$ cat src/rtl/sram_axi_bridge.sv
// SRAM-like CPU data port to AXI bridge with a single outstanding transaction.
// Reads use AR/R, writes use AW/W/B, and each transaction finishes with a one-cycle data_data_ok.
module sram_axi_bridge #(
    parameter int unsigned ADDR_W = 32
) (
    input  logic              clk,
    input  logic              resetn,
    input  logic              data_req,
    input  logic              data_wr,
    input  logic [3:0]        data_wstrb,
    input  logic [ADDR_W-1:0] data_addr,
    input  logic [31:0]       data_wdata,
    output logic              data_addr_ok,
    output logic              data_data_ok,
    output logic [31:0]       data_rdata,
    output logic [ADDR_W-1:0] araddr,
    output logic              arvalid,
    input  logic              arready,
    input  logic [31:0]       rdata,
    input  logic              rvalid,
    output logic              rready,
    output logic [ADDR_W-1:0] awaddr,
    output logic              awvalid,
    input  logic              awready,
    output logic [31:0]       wdata,
    output logic [3:0]        wstrb,
    output logic              wvalid,
    input  logic              wready,
    input  logic              bvalid,
    output logic              bready
);

    typedef enum logic [2:0] {
        IDLE    = 3'd0,
        RD_ADDR = 3'd1,
        RD_DATA = 3'd2,
        WR_REQ  = 3'd3,
        WR_RESP = 3'd4,
        DONE    = 3'd5
    } state_t;

    state_t            state;
    state_t            state_nxt;
    logic [ADDR_W-1:0] addr_r;
    logic [31:0]       wdata_r;
    logic [3:0]        wstrb_r;
    logic              wr_r;
    logic              aw_done;
    logic              w_done;
    logic              accept;

    assign accept = data_req && (state == IDLE);

    always_comb begin
        state_nxt    = state;
        data_addr_ok = 1'b0;
        data_data_ok = 1'b0;
        arvalid      = 1'b0;
        rready       = 1'b0;
        awvalid      = 1'b0;
        wvalid       = 1'b0;
        bready       = 1'b0;
        case (state)
            IDLE: begin
                data_addr_ok = 1'b1;
                if (data_req) state_nxt = data_wr ? WR_REQ : RD_ADDR;
            end
            RD_ADDR: begin
                arvalid = 1'b1;
                if (arready) state_nxt = RD_DATA;
            end
            RD_DATA: begin
                rready = 1'b1;
                if (rvalid) state_nxt = DONE;
            end
            WR_REQ: begin
                // AW and W complete independently; both must be done before waiting on B
                awvalid = !aw_done;
                wvalid  = !w_done;
                if ((aw_done || awready) && (w_done || wready)) state_nxt = WR_RESP;
            end
            WR_RESP: begin
                bready = 1'b1;
                if (bvalid) state_nxt = DONE;
            end
            DONE: begin
                data_data_ok = 1'b1;
                state_nxt    = IDLE;
            end
            default: state_nxt = IDLE;
        endcase
    end

    always_ff @(posedge clk or negedge resetn) begin
        if (!resetn) begin
            state      <= IDLE;
            addr_r     <= '0;
            wdata_r    <= '0;
            wstrb_r    <= '0;
            wr_r       <= 1'b0;
            aw_done    <= 1'b0;
            w_done     <= 1'b0;
            data_rdata <= '0;
        end else begin
            state <= state_nxt;
            if (accept) begin
                addr_r  <= data_addr;
                wdata_r <= data_wdata;
                wstrb_r <= data_wstrb;
                wr_r    <= data_wr;
                aw_done <= 1'b0;
                w_done  <= 1'b0;
            end else if (state == WR_REQ) begin
                if (awready) aw_done <= 1'b1;
                if (wready)  w_done  <= 1'b1;
            end
            if ((state == RD_DATA) && rvalid) data_rdata <= rdata;
        end
    end

    assign araddr = addr_r;
    assign awaddr = addr_r;
    assign wdata  = wdata_r;
    assign wstrb  = wstrb_r;

    logic unused_wr;
    assign unused_wr = wr_r;

endmodule
$ cat config.mk
export PLATFORM = sky130hd
export DESIGN_NAME = sram_axi_bridge
export DESIGN_NICKNAME = d
export VERILOG_FILES = /design/src/rtl/sram_axi_bridge.sv
export SDC_FILE = /design/constraint.sdc
export NUM_CORES = 1
export LEC_CHECK = 0
export CAP_MARGIN = 20
export CORE_MARGIN = 10
export CORE_UTILIZATION = 39
export CTS_BUF_LIST = sky130_fd_sc_hd__clkbuf_16
export DETAILED_ROUTE_END_ITERATION = 16
export PLACE_DENSITY = 0.81
export RECOVER_POWER = 25
export SLEW_MARGIN = 15
export SYNTH_ARGS = -nofsm -noshare
export SYNTH_HDL_FRONTEND = slang
export SYNTH_SLANG_ARGS = --single-unit
$ cat constraint.sdc
create_clock -name clk -period 2.05 [get_ports clk]
set_input_delay 0.41 -clock clk [delete_from_list [all_inputs] [get_ports clk]]
set_output_delay 0.41 -clock clk [all_outputs]
set_load 0.005 [all_outputs]
After elaboration in Yosys (flattened, before gate mapping)
Cells that the tools add are included.

Bits in registers: 105. Bits of input ports: 109. Output and inout bits: 139. Word-level logic and storage cells: 51.

Equal/unequal tests: 10. Mux-type cells: 20. Reductions and logical operators: 14.

Operators by type and width (count): $mux 3 (5); $pmux 3 s5 (1); $mux 1 (13); $ne 2x2->1 const B (5); $eq 3x2->1 const B (2); $eq 3x3->1 const B (2); $reduce_bool 2->1 (3); $reduce_and 5->1 (1); $reduce_and 2->1 (2); $eq 3x1->1 const B (1); $logic_and 1x1->1 (3); $logic_not 3->1 (1); $logic_not 1->1 (2); $logic_or 1x1->1 (2); $mux 2 (1).

Longest topological paths before layout
Word-level depth: 4. Mapped depth: 6. Depth with buffers taken out: 3.

Worst setup path before layout
Ideal clock, no wire load.

Path type: register -> register. Start point: reg state[2]. End point: reg addr_r[11], in the netlist araddr[11]. Setup time: 0.127 ns. Arrival time: 1.427 ns. Required time: 1.923 ns. Setup slack: 0.495 ns. Stages on the path, launching flop included: 7. Buffers on the path: 3. Period minus slack after synthesis: 1.555 ns. Path through: dfrtp_1 > buf_2 > nand2b_4 > nor3_4 > buf_6 > buf_6 > mux2_1.

Word-level cells in the longest chain between the ends: 2.

Ends and longest elaborated chain: start: declaration (line 42) `state_t state;`; start signal: assignment (line 105) `state <= state_nxt;`; $logic_not 3->1 (line 52) `assign accept = data_req && (state == IDLE);`; $logic_and 1x1->1 (line 52); end signal: assignment (line 107) `addr_r <= data_addr;`; end: declaration (line 44) `logic [ADDR_W-1:0] addr_r;`.

No other way between the ends. A chain may end at the register's enable or synchronous reset.

Final worst setup path
Start point: reg state[2]. End point: out rready.

Word-level cells in the longest chain between the ends: 2.

Ends and longest elaborated chain: $eq 3x2->1 (line 63) `case (state)`; $mux 1 (line 63); end: declaration (line 21) `output logic rready,`.

No other way between the ends.

==> key figures <==
Status
  • Status: completed

Synth
  • Post-Synthesis Cells: 283
  • Syn Std Cell Area: 4460 um^2
  • Top-count cell post-synth: dfrtp_1
  • Syn Nets: 392
  • Post-synth top area share: 58.9%
  • Async SR Flop Fraction: 100%
  • Yosys warning total: 0
  • Sequential element share of the synthesized area: 58.9%
  • #FFs+latches synth: 105
  • Largest area contributor in the netlist: dfrtp_1
  • Main synth FF type: dfrtp_1
  • Count of cell types in the netlist: 29
  • Top post-synthesis cells by area: dfrtp_1 (59%), mux2_2 (13%), mux2_4 (10%)
  • Post-synth EDFFs: 0
  • Synth cell count leaders: dfrtp_1 (105), mux2_2 (52), buf_4 (34), mux2_4 (30), mux2_1 (20)
  • Syn_area_per_cell: 15.8 um^2

Final layout
  • Fin cells: 651
  • Final Util: 64.8%
  • Antenna cell count: 0
  • Register area: 2630 um^2
  • Footprint of the multi-input gates: 1480 um^2
  • Layout cells sized above 1: 22.1%
  • Synth-to-layout area growth: 60.2%
  • Fillcell total: 818
  • Final #Nets: 618

Global routing
  • Pin count of the biggest net entering global routing: 54
  • Total GRT Usage: 15.9%
  • Vias in the first global route: 3481
  • First-pass GRT wire length: 20300 um
  • Antenna violations before repair: 0
  • Total grt overflow: 0

Route
  • # DRC: 0
  • Vias/cell: 4.77
  • ANT nets after route: 0
  • TritonRoute pass-1 iters: 4
  • Routed vias: 3103
  • WL final: 13000 um
  • Wire length per cell: 19.9 um
  • Iter 0 DRT Violations: 107

Setup path
  • Crit path kind: flip-flop to output port
  • Worst-path fanout max: 7
  • R2R depth: 6
  • Crit-path cells: buf_6, buf_4, nor3b_2, dlygate4sd2_1
  • Critical path required time: 1640 ps
  • Worst flop-to-flop path endpoint: data_rdata[22]
  • Critical path's slowest cell: dfrtp_1
  • WP data arrival: 1520 ps
  • Worst Setup End Kind: output port
  • Reg2reg setup slack: 240 ps
  • FF-to-FF Start: state[2]
  • Startpoint types: flip-flop
  • Crit-path max cell delay: 420 ps

Floorplan
  • Die area: 16100 um^2
  • Core ar.: 11000 um^2
  • Die height: 127 um
  • Die X: 127 um
  • Starting Density: 40.4%
  • # IOs: 248
  • Rows: 38

STA
  • Final WS setup: 122 ps
  • Max-slew violations: 0
  • Fin crit share: 94.0%
  • Clk_skew: 4.85 ps
  • Max_slew headroom: 38.1%
  • Final hold violation count: 0
  • RSZ-0062 raised after global routing: no
  • Final setup fails: 0
  • Worst-margin pin slew: 929 ps
  • Min Tclk post-route: 1930 ps
  • Max Clock Freq: 519 MHz

Worst hold path
  • HP Class: primary input to async pin

CTS
  • Clock slew at reported path FFs: 60 ps
  • H-Tree Depth: 3
  • # clock sinks: 105
  • Worst skew pair latency: 340 ps
  • Hold-fix buffers, CTS: 0
  • CTS tree: yes
  • Clock Root Buffer: clkbuf_16
  • TritonCTS buffer count: 9
  • CTS Buffer Depth: 2

Placement
  • HPWL after detailed placement: 10300 um
  • Placed Cells: 633
  • Gpl congestion: 0.806
  • Pre-CTS setup slack: -54.3 ps
  • Number of port buffers: 247

Pwr
  • Total power: 10.8 mW
  • Peak supply drop: 837 uV
  • PD cells: 1510 nW/um^2
  • Leakage: 3.02 nW

Run
  • Max-capacitance violation count: 0
## worst max-delay path, delay by kind of cell (launching register included)
kind                   cells  cell delay [ps]
flip-flops                 1              420
buffers and inverters      3              560
AND/OR/NAND/NOR            1              190
## per-stage QoR
stage	hold slack (ps)	TNS, ps	instance area, um^2
after floorplan	114	0	4460
after global placement	402	-198	6860
after detailed placement	409	-1760	6860
after CTS	32.1	0	7130
after global routing	268	0	7140
final	186	0	7140
## flip-flops by register name, summed over array words and instances (netlist names)
signal and flops:
aw_done 1, w_done 1, state 3, data_rdata 32, araddr 32, wdata 32, wstrb 4
## report_power, final
part	leakage, nW	internal, mW	total, mW	switching (mW)
Sequential	1.24	3.15	3.81	0.670
Combinational	1.66	3.80	5.45	1.65
Clock	0.121	0.786	1.48	0.699
## per-layer routing
metal | track usage [%] | up-vias | part of all wire (%)
met3 | 6.58 | 21 | 9.7
met4 | 6.36 | 0 | 2.2
met5 | 0 | - | 0
li1 | - | 1402 | -
met1 | 17.1 | 1529 | 37
met2 | 27.2 | 151 | 51
## what timing repair did
action,in CTS,in global routing
resized for setup,10,6
hold endpoints to repair,0,0
setup buffers,3,2
setup endpoints to repair,7,2
## cells in the final DEF, fill, tap and decap left out, types with 2 or more instances in the layout
cell type / instances
buf_4: 6
clkinv_1: 3
dlygate4sd2_1: 5
dlymetal6s2s_1: 2
clkdlybuf4s50_1: 239
nor2_1: 2
a21oi_1: 3
mux2_1: 20
clkbuf_16: 9
mux2_4: 30
clkbuf_1: 2
o21ai_0: 5
dfrtp_1: 104
and3_1: 2
buf_12: 3
mux2_2: 52
## cell type report
type	count	area share, %
inverters	1	0.0525
well taps	140	2.45
flip-flops and latches	105	36.8
clock inverters	4	0.210
repair buffers	261	36.6
clock buffers	9	3.15
multi-input cells	131	20.8
## kinds of logic after synthesis
logic type / share of synthesized area, %
DFF: 58.9
muxes: 28.5
buffers and inverters: 8.25
and+or+nand+nor: 2.64
AOI/OAI and AO/OA: 1.66
## worst max-delay path by stage
| stage | depth (start not counted) | endpoint | start | slack [ps] |
|---|---|---|---|---|
| 2_1_floorplan | 6 | araddr[11] | state[2] | 500 |
| 6_report | 4 | rready | state[2] | 120 |
| 5_1_grt | 4 | rready | state[2] | 80 |
| 3_5_place_dp | 5 | wdata[5] | data_req | -50 |
| 4_1_cts | 3 | data_data_ok | state[2] | 30 |
| 3_3_place_gp | 5 | araddr[31] | data_req | -10 |
Note: power is estimated with default switching activity, not from simulation.
